==> config.mk <==
export PLATFORM = sky130hd
export DESIGN_NAME = img_pipe_reg_slave_flat
export DESIGN_NICKNAME = d
export VERILOG_FILES = /design/src/rtl/img_pipe_reg_slave_if.sv /design/src/rtl/img_pipe_reg_slave.sv /design/src/flat_wrapper.sv
export SDC_FILE = /design/constraint.sdc
export NUM_CORES = 1
export LEC_CHECK = 0
export CORE_MARGIN = 1.5
export CORE_UTILIZATION = 46
export CTS_CLUSTER_SIZE = 20
export DETAILED_ROUTE_END_ITERATION = 8
export GPL_ROUTABILITY_DRIVEN = 1
export PLACE_DENSITY_LB_ADDON = 0.2
export RECOVER_POWER = 25
export SLEW_MARGIN = 15
export SYNTH_ARGS = -nofsm -noshare
export SYNTH_HDL_FRONTEND = slang
export SYNTH_SLANG_ARGS = --single-unit
==> constraint.sdc <==
create_clock -name reg_cpu_clk -period 4.1 [get_ports reg_cpu_clk]
set_clock_uncertainty 0.1 [all_clocks]
set_input_delay 0.82 -clock reg_cpu_clk [delete_from_list [all_inputs] [get_ports reg_cpu_clk]]
set_output_delay 0.82 -clock reg_cpu_clk [all_outputs]
set_load 0.005 [all_outputs]
==> src/rtl/img_pipe_reg_slave_if.sv <==
// CPU register bus between a host master and the image-pipe register slave.
// Writes and reads complete with a one-cycle wack or rdv strobe.
interface img_pipe_reg_slave_if #(
    parameter int DW = 32,
    parameter int AW = 32
);
    logic          reg_cpu_cs;
    logic [AW-1:0] reg_cpu_addr;
    logic [DW-1:0] reg_cpu_data_wr;
    logic          reg_cpu_we;
    logic          reg_cpu_re;
    logic          reg_cpu_wack;
    logic          reg_cpu_rdv;
    logic [DW-1:0] reg_cpu_data_rd;

    modport master (
        output reg_cpu_cs, reg_cpu_addr, reg_cpu_data_wr, reg_cpu_we, reg_cpu_re,
        input  reg_cpu_wack, reg_cpu_rdv, reg_cpu_data_rd
    );

    modport slave (
        input  reg_cpu_cs, reg_cpu_addr, reg_cpu_data_wr, reg_cpu_we, reg_cpu_re,
        output reg_cpu_wack, reg_cpu_rdv, reg_cpu_data_rd
    );
endinterface

==> src/rtl/img_pipe_reg_slave.sv <==
// Register slave for the image pipeline: config, status/irq and frame counter.
// Writes ack one cycle after the request; reads return data two cycles after it.
module img_pipe_reg_slave #(
    parameter int          DW     = 32,
    parameter int          AW     = 32,
    parameter logic [31:0] ID_VAL = 32'h1A6E_0001
) (
    input  logic                 reg_cpu_clk,
    input  logic                 rst,
    img_pipe_reg_slave_if.slave  bus,
    input  logic                 pipe_busy,
    input  logic                 pipe_done,
    output logic                 cfg_enable,
    output logic                 cfg_start,
    output logic [11:0]          cfg_width,
    output logic [11:0]          cfg_height,
    output logic [7:0]           cfg_thresh,
    output logic                 irq
);

    localparam logic [7:0] A_ID     = 8'h00;
    localparam logic [7:0] A_CTRL   = 8'h04;
    localparam logic [7:0] A_SIZE   = 8'h08;
    localparam logic [7:0] A_THRESH = 8'h0C;
    localparam logic [7:0] A_STATUS = 8'h10;
    localparam logic [7:0] A_IRQ_EN = 8'h14;
    localparam logic [7:0] A_FCNT   = 8'h18;

    typedef enum logic [1:0] {IDLE, WR_ACK, RD_WAIT, RD_VALID} state_t;

    state_t        state, state_nxt;
    logic          wr_fire, rd_fire;
    logic [7:0]    wsel;
    logic [DW-1:0] wdata;
    logic [7:0]    rd_addr_q;
    logic [DW-1:0] rd_mux, rd_q;
    logic          done, irq_en;
    logic [15:0]   frame_cnt;
    logic          unused_bits;

    assign wsel    = bus.reg_cpu_addr[7:0];
    assign wdata   = bus.reg_cpu_data_wr;
    // A request with both strobes is a write; anything outside IDLE is dropped.
    assign wr_fire = (state == IDLE) && bus.reg_cpu_cs && bus.reg_cpu_we;
    assign rd_fire = (state == IDLE) && bus.reg_cpu_cs && bus.reg_cpu_re && !bus.reg_cpu_we;

    assign unused_bits = ^{bus.reg_cpu_addr[AW-1:8], wdata};

    always_ff @(posedge reg_cpu_clk or posedge rst) begin
        if (rst) state <= IDLE;
        else     state <= state_nxt;
    end

    always_comb begin
        state_nxt        = state;
        bus.reg_cpu_wack = 1'b0;
        bus.reg_cpu_rdv  = 1'b0;
        case (state)
            IDLE: begin
                if (wr_fire)      state_nxt = WR_ACK;
                else if (rd_fire) state_nxt = RD_WAIT;
            end
            WR_ACK: begin
                bus.reg_cpu_wack = 1'b1;
                state_nxt        = IDLE;
            end
            RD_WAIT:  state_nxt = RD_VALID;
            RD_VALID: begin
                bus.reg_cpu_rdv = 1'b1;
                state_nxt       = IDLE;
            end
            default:  state_nxt = IDLE;
        endcase
    end

    assign bus.reg_cpu_data_rd = bus.reg_cpu_rdv ? rd_q : '0;

    always_comb begin
        rd_mux = '0;
        case (rd_addr_q)
            A_ID:     rd_mux[31:0]  = ID_VAL;
            A_CTRL:   rd_mux[0]     = cfg_enable;
            A_SIZE: begin
                rd_mux[11:0]  = cfg_width;
                rd_mux[27:16] = cfg_height;
            end
            A_THRESH: rd_mux[7:0]   = cfg_thresh;
            A_STATUS: rd_mux[1:0]   = {done, pipe_busy};
            A_IRQ_EN: rd_mux[0]     = irq_en;
            A_FCNT:   rd_mux[15:0]  = frame_cnt;
            default:  rd_mux        = '0;
        endcase
    end

    // Read data is captured at the end of RD_WAIT, freezing live status bits.
    always_ff @(posedge reg_cpu_clk or posedge rst) begin
        if (rst) begin
            rd_addr_q <= '0;
            rd_q      <= '0;
        end else begin
            if (rd_fire)            rd_addr_q <= wsel;
            if (state == RD_WAIT)   rd_q      <= rd_mux;
        end
    end

    always_ff @(posedge reg_cpu_clk or posedge rst) begin
        if (rst) begin
            cfg_enable <= 1'b0;
            cfg_start  <= 1'b0;
            cfg_width  <= 12'd640;
            cfg_height <= 12'd480;
            cfg_thresh <= 8'h80;
            irq_en     <= 1'b0;
        end else begin
            cfg_start <= wr_fire && (wsel == A_CTRL) && wdata[1];
            if (wr_fire) begin
                case (wsel)
                    A_CTRL:   cfg_enable <= wdata[0];
                    A_SIZE: begin
                        cfg_width  <= wdata[11:0];
                        cfg_height <= wdata[27:16];
                    end
                    A_THRESH: cfg_thresh <= wdata[7:0];
                    A_IRQ_EN: irq_en     <= wdata[0];
                    default:  ;
                endcase
            end
        end
    end

    // A frame-done pulse beats a same-cycle W1C, and a counter write that
    // coincides with a pulse leaves the count at 1.
    always_ff @(posedge reg_cpu_clk or posedge rst) begin
        if (rst) begin
            done      <= 1'b0;
            frame_cnt <= '0;
            irq       <= 1'b0;
        end else begin
            if (pipe_done)
                done <= 1'b1;
            else if (wr_fire && (wsel == A_STATUS) && wdata[1])
                done <= 1'b0;

            if (wr_fire && (wsel == A_FCNT))
                frame_cnt <= pipe_done ? 16'd1 : 16'd0;
            else if (pipe_done)
                frame_cnt <= frame_cnt + 16'd1;

            irq <= done & irq_en;
        end
    end

endmodule

==> src/flat_wrapper.sv <==
// flat-port wrapper written by rule: the top's interface ports become plain ports
module img_pipe_reg_slave_flat 
#(
    parameter int          DW     = 32,
    parameter int          AW     = 32,
    parameter logic [31:0] ID_VAL = 32'h1A6E_0001
)
  (reg_cpu_clk, rst, pipe_busy, pipe_done, cfg_enable, cfg_start, cfg_width, cfg_height, cfg_thresh, irq, bus_reg_cpu_cs, bus_reg_cpu_addr, bus_reg_cpu_data_wr, bus_reg_cpu_we, bus_reg_cpu_re, bus_reg_cpu_wack, bus_reg_cpu_rdv, bus_reg_cpu_data_rd);
  img_pipe_reg_slave_if #(.DW(DW), .AW(AW)) bus_i ();
  input  logic reg_cpu_clk;
  input  logic rst;
  input  logic pipe_busy;
  input  logic pipe_done;
  output logic cfg_enable;
  output logic cfg_start;
  output logic [11:0] cfg_width;
  output logic [11:0] cfg_height;
  output logic [7:0] cfg_thresh;
  output logic irq;
  input wire logic [$bits(bus_i.reg_cpu_cs)-1:0] bus_reg_cpu_cs;
  input wire logic [$bits(bus_i.reg_cpu_addr)-1:0] bus_reg_cpu_addr;
  input wire logic [$bits(bus_i.reg_cpu_data_wr)-1:0] bus_reg_cpu_data_wr;
  input wire logic [$bits(bus_i.reg_cpu_we)-1:0] bus_reg_cpu_we;
  input wire logic [$bits(bus_i.reg_cpu_re)-1:0] bus_reg_cpu_re;
  output wire logic [$bits(bus_i.reg_cpu_wack)-1:0] bus_reg_cpu_wack;
  output wire logic [$bits(bus_i.reg_cpu_rdv)-1:0] bus_reg_cpu_rdv;
  output wire logic [$bits(bus_i.reg_cpu_data_rd)-1:0] bus_reg_cpu_data_rd;
  assign bus_i.reg_cpu_cs = bus_reg_cpu_cs;
  assign bus_i.reg_cpu_addr = bus_reg_cpu_addr;
  assign bus_i.reg_cpu_data_wr = bus_reg_cpu_data_wr;
  assign bus_i.reg_cpu_we = bus_reg_cpu_we;
  assign bus_i.reg_cpu_re = bus_reg_cpu_re;
  assign bus_reg_cpu_wack = bus_i.reg_cpu_wack;
  assign bus_reg_cpu_rdv = bus_i.reg_cpu_rdv;
  assign bus_reg_cpu_data_rd = bus_i.reg_cpu_data_rd;
  img_pipe_reg_slave #(.DW(DW), .AW(AW), .ID_VAL(ID_VAL)) u_core (.reg_cpu_clk(reg_cpu_clk), .rst(rst), .bus(bus_i), .pipe_busy(pipe_busy), .pipe_done(pipe_done), .cfg_enable(cfg_enable), .cfg_start(cfg_start), .cfg_width(cfg_width), .cfg_height(cfg_height), .cfg_thresh(cfg_thresh), .irq(irq));
endmodule
== Word-level counts from Yosys, hierarchy flattened ==
Cells that the tools add are included.

* Register bits: 95
* Input port bits: 71

* Add/subtract/negate cells: 1
* Eq/ne operators: 16
* Mux-type cells: 18
* Bitwise operators: 1
* Reduce and logical (&&, ||, !) cells: 19

{| class="wikitable"
|+ Operators with widths
! kind !! count
|-
| 8-bit by 5-bit == test with 1-bit output (second input constant) || 6
|-
| 8-bit by 4-bit == test with 1-bit output (second input constant) || 4
|-
| 16-bit 2-to-1 mux || 2
|-
| 32-bit 2-to-1 mux || 1
|-
| 12-bit case mux with 2 select lines || 1
|-
| 6-bit case mux with 3 select lines || 1
|-
| 16-bit by 1-bit adder with 16-bit output (second input constant) || 1
|-
| 8-bit by 3-bit == test with 1-bit output (second input constant) || 2
|-
| 1-bit logical AND || 9
|-
| 8-bit logical NOT || 1
|-
| 4-bit case mux with 2 select lines || 1
|-
| 2-bit AND reduction || 4
|-
| 1-bit case mux with 7 select lines || 1
|-
| 1-bit 2-to-1 mux || 6
|-
| 2-bit case mux with 3 select lines || 1
|-
| 2-bit == test (second input constant) || 2
|-
| 2-bit 2-to-1 mux || 2
|-
| 4-bit 2-to-1 mux || 1
|-
| 1-bit case mux with 4 select lines || 1
|-
| 2-bit nonzero test || 2
|-
| 3-bit by 1-bit inequality test with 1-bit output (second input constant) || 1
|-
| 2-bit by 1-bit == test with 1-bit output (second input constant) || 1
|-
| 2-bit logical NOT || 1
|-
| 2-bit OR reduction || 1
|-
| 2 further kinds || 2
|}

== Logic depth before layout (Yosys ltp) ==
* Depth after elaboration: 7
* Gate-level depth with buffers: 6
* Mapped depth without buffers: 5

== Worst setup path after synthesis ==
Ideal clock, no wire load.

* Path type: input -> register
* Start: in bus_reg_cpu_addr[5]
* End: reg u_core.cfg_thresh[0]
* Arrival: 2,001 ps
* Data required time: 3,875 ps
* Setup slack: 1,874 ps
* Stages: 5
* Path buffers: 1
* Cell sequence: nor4_1 and3_2 and3_1 buf_2 mux2_2

* Cells in the longest elaborated chain, start to end: 2

{| class="wikitable"
|+ RTL lines
! what !! RTL line !! source
|-
| start, declared || flat_wrapper.sv:21 || <nowiki>input wire logic [$bits(bus_i.reg_cpu_addr)-1:0] bus_reg_cpu_addr;</nowiki>
|-
| 8-bit by 4-bit == test with 1-bit output || img_pipe_reg_slave.sv:117 || <nowiki>case (wsel)</nowiki>
|-
| 2-bit AND reduction (no line) || - ||
|-
| end signal, assigned || img_pipe_reg_slave.sv:123 || <nowiki>A_THRESH: cfg_thresh <= wdata[7:0];</nowiki>
|-
| end, declared || img_pipe_reg_slave.sv:17 || <nowiki>output logic [7:0] cfg_thresh,</nowiki>
|}

No other way between the ends.
A chain may end at the register's enable or synchronous reset.

== Worst setup path after layout ==
* Start: reg u_core.state[0]
* End: out bus_reg_cpu_data_rd[2]

* Cells in the longest elaborated chain, start to end: 3

{| class="wikitable"
|+ RTL lines
! what !! RTL line !! source
|-
| start, declared || img_pipe_reg_slave.sv:31 || <nowiki>state_t state, state_nxt;</nowiki>
|-
| start signal, assigned || img_pipe_reg_slave.sv:51 || <nowiki>else state <= state_nxt;</nowiki>
|-
| 2-bit == test || img_pipe_reg_slave.sv:58 || <nowiki>case (state)</nowiki>
|-
| 1-bit 2-to-1 mux || img_pipe_reg_slave.sv:58 ||
|-
| 32-bit 2-to-1 mux || img_pipe_reg_slave.sv:76 || <nowiki>assign bus.reg_cpu_data_rd = bus.reg_cpu_rdv ? rd_q : '0;</nowiki>
|-
| end, declared || flat_wrapper.sv:27 || <nowiki>output wire logic [$bits(bus_i.reg_cpu_data_rd)-1:0] bus_reg_cpu_data_rd;</nowiki>
|}

No other way between the ends.

==> key figures <==
Status
  – Status: completed

Synth
  – EDFF count, synth: 0
  – Yosys warns: 0
  – Synth cell types: 44
  – Top FF cell, synth: dfrtp_1
  – Synth area leaders: dfrtp_1 (49%), mux2_4 (6.9%), and3_1 (5.5%)
  – Register bit total from synthesis: around 90
  – Asr flop ratio synth: 100%
  – Synth Instances: 380
  – Post-synthesis xor/xnor area fraction: about 2.6%
  – Share of the synthesized area in the top cell type: just under 50%
  – Avg Inst Size Synth: approximately 11 um2
  – Adder-cell share of the synthesized area: less than 1%
  – Mux cell area share after synthesis: between 10% and 20%
  – Post-Syn Area: between 4000 and 5000 um2
  – Synth area leader: dfrtp_1
  – Largest family of logic cells by synthesized area: simple AND/OR/NAND/NOR gates
  – Compound-gate portion of the synthesized area: 7.44%
  – Seq/Total Area, Yosys: 53.5%
  – Simple-gate share of the synthesized area: between 10% and 20%

Floorplanning
  – Die W: about 100 um
  – Die ar.: roughly 10000 um2
  – Total I/O pin count: 140
  – Row cnt: 35
  – Initial Util: between 40% and 50%
  – Die Y: between 90 and 100 um
  – Core area: 9200 um2

Clock network
  – Cts bufs inserted: 9
  – Clk Latency, worst-skew pair: 360 ps
  – Sink Count: 92
  – Setup Buffers After CTS: 0
  – H-tree depth: 3
  – Clock Tree Root: clkbuf_8
  – Post_cts resized: 0
  – Max clock buf depth: 2
  – # hold bufs at CTS: 0
  – CTS tree: done
  – Worst-path clk slew: around 90 ps

Route
  – Via count: around 3200
  – WL/cell: 16.9 um
  – Total wire length: 9.98 mm
  – Drc violations: 0
  – Final ANT Viol Nets: 0
  – First-iteration detailed-routing DRC count: around 100
  – First-pass detailed-route iteration total: 4
  – Vias per cell: approximately 5.5

Cells and area
  – Share of post-route cells with drive strength above 1: ~15%
  – Post-route cell area: 5620 um2
  – Multi-input gate area: between 1500 and 2000 um2
  – Nets: roughly 550
  – Area growth from synthesis to layout: 30.0%
  – Register area: 2310 um2
  – Filler cell count: between 700 and 800
  – Number of antenna repair diodes: 0

Timing
  – RSZ-0062 raised after global routing: no
  – F_max: between 300 and 400 MHz
  – Setup-failing EPs final: 0
  – Setup tns final: 0 ps
  – Pins Over Slew Limit: 0
  – Relative slew margins: approximately 22%
  – Post-layout min period: 3130 ps
  – Final period util: 76.3%
  – Final hold violation count: 0
  – Worst-Margin Slew: ~1200 ps

Power
  – Psw: 822 uW
  – Switching share of total power: about 33%
  – Clock share of power: ~28%
  – Pwr dens: approximately 440 nW/um2
  – Logic pwr share: between 20% and 30%
  – Leak: 2.66 nW
  – Peak VDD IR: 194 uV
  – Internal power: 1.68 mW
  – Sequential Power Share: between 50% and 60%

Worst setup path
  – Critical Path Sink Type: output port
  – Crit path launch type: flip-flop
  – Critical path required time: 3180 ps
  – CP cell instances: and3_1 -> clkdlybuf4s50_1
  – CP Class: flip-flop to output port
  – Worst-path fanout max: 35
  – Critical-path top delay cell: dfrtp_1
  – CP peak stage delay: between 1000 and 1500 ps
  – Worst Path Arrival: 2210 ps

Global route
  – First-pass GRT wire length: roughly 17 mm
  – Tot GR Track Use: a little over a fifth
  – Pin count of the biggest net entering global routing: 37
  – Grt total ovfl: 0
  – Initial antenna violation count: 0
  – Number of global-route vias before repair: roughly 3200

Place
  – Cell area after placement: roughly 5400 um2
  – Port bufs: 104
  – DP Wirelength: 6.93 mm
  – GPL Wtd Cong: approximately 0.8

Worst hold path
  – Hold Path Class: flip-flop to flip-flop

Flow run
  – Maxcap violations: 0
-- sequential cells by signal, indices dropped and copies added (netlist names) --
| signal | flops |
|---|---|
| u_core.rd_q | 29 |
| u_core.frame_cnt | 16 |
| u_core.cfg_height | 12 |
| u_core.cfg_width | 12 |
| u_core.cfg_thresh | 8 |
| u_core.rd_addr_q | 8 |
| u_core.state | 2 |
| u_core.cfg_enable | 1 |
| u_core.cfg_start | 1 |
| u_core.done | 1 |
| u_core.irq | 1 |
| u_core.irq_en | 1 |
-- cell type report --
type                            count  share of cell area (%)
Clock buffer                       11                    2.52
Timing Repair Buffer              108                    19.0
Tap cell                          111                    2.47
Clock inverter                      5                    1.51
Sequential cell                    92                    41.1
Multi-Input combinational cell    258                    33.1
Inverter                            4                   0.289
-- placed cells by master (no fill, tap or decap), types with 4 or more instances in the layout --
cell type        instances
nor2b_1                  6
a221o_1                  6
xor2_1                  11
clkdlybuf4s50_1        103
o22ai_1                  4
and3_1                  38
clkbuf_8                10
dfstp_2                  7
nand2_1                 37
and4_1                   4
mux2_2                  21
nand3_1                 11
nand4_1                  8
a21oi_1                 13
mux2i_1                  7
dfrtp_1                 85
a22o_1                   8
mux2_4                  20
nor2_1                  27
-- worst max-delay path: cells and delay by family (launching register included) --
family,cells,cell delay (ps)
buf+inv,1,540
flops,1,1010
simple gates,1,280
-- path summary, 6_finish.rpt --
check | start | endpoint | slack, ps | cells past startpoint
worst max-delay path | u_core.state[0]$_DFFE_PP0P_ | bus_reg_cpu_data_rd[2] | 970 | 2
worst min-delay path | u_core.rd_q[23]$_DFFE_PP0P_ | u_core.rd_q[23]$_DFFE_PP0P_ | 370 | 2
worst max register to register | u_core.state[0]$_DFFE_PP0P_ | u_core.cfg_width[10]$_DFFE_PP0P_ | 1380 | 4
worst min register to register | u_core.rd_q[23]$_DFFE_PP0P_ | u_core.rd_q[23]$_DFFE_PP0P_ | 370 | 2
max in group asynchronous | rst | u_core.rd_q[8]$_DFFE_PP0P_ | 1490 | 3
min in group asynchronous | rst | u_core.cfg_width[6]$_DFFE_PP0P_ | 1030 | 2
-- through the flow --
| step | instances | hold slack, ps | utilization (%) | setup slack, ps | power (mW) |
|---|---|---|---|---|---|
| after floorplan | 382 | 330 | - | 800 | 1.60 |
| after global placement | 573 | 345 | 58.7 | 970 | 1.80 |
| after detailed placement | 573 | 355 | 58.7 | 933 | 1.83 |
| after CTS | 589 | 376 | 61.1 | 977 | 2.51 |
| after global routing | 589 | 399 | 61.1 | 780 | 2.66 |
| final | 589 | 373 | 61.1 | 973 | 2.50 |
-- power groups by stage --
stage	Sequential [mW]	Combinational, mW	Clock (mW)
after floorplan	1.15	0.453	0
after global placement	1.28	0.519	0
after detailed placement	1.29	0.536	0
after CTS	1.27	0.538	0.701
after global routing	1.31	0.605	0.743
final	1.28	0.533	0.692
-- Yosys cell counts, types with 2 or more instances --
master	instances
mux2_4	20
a31oi_1	2
nor2_1	27
buf_4	3
and2_1	4
or3_1	2
dfstp_2	7
nor4_1	2
buf_2	11
inv_1	4
dfrtp_1	85
clkbuf_1	11
mux2_2	21
o22a_1	2
o31ai_1	3
and3_1	38
nand3_1	11
and4_1	4
o22ai_1	4
nand3b_1	3
a221o_1	6
nand2_1	37
o21ai_0	3
mux2i_1	7
a21oi_1	13
nor2b_1	6
nand4_1	8
a22o_1	8
buf_6	2
xor2_1	11
xnor2_1	2
-- kinds of logic (layout without fill, tap and decap cells) --
family                     Yosys count  count (layout)
and+or+nand+nor                    148             148
other                                1               3
xor gates and xnor gates            13              13
AOI/OAI and AO/OA                   45              45
muxes                               48              48
DFF                                 92              92
adders and majority gates            1               1
buffers and inverters               32             128
-- metal layers --
metal  wire [um]  share of wire, %  track usage, %  up-vias
met1        4810                48            31.1     1571
met3         517               5.2            4.18       11
met2        4530                45            32.2      101
met5           0                 0               0        -
met4         127               1.3            8.45        0
li1            -                 -               -     1532
No activity file was read; power rests on OpenSTA's default activity.
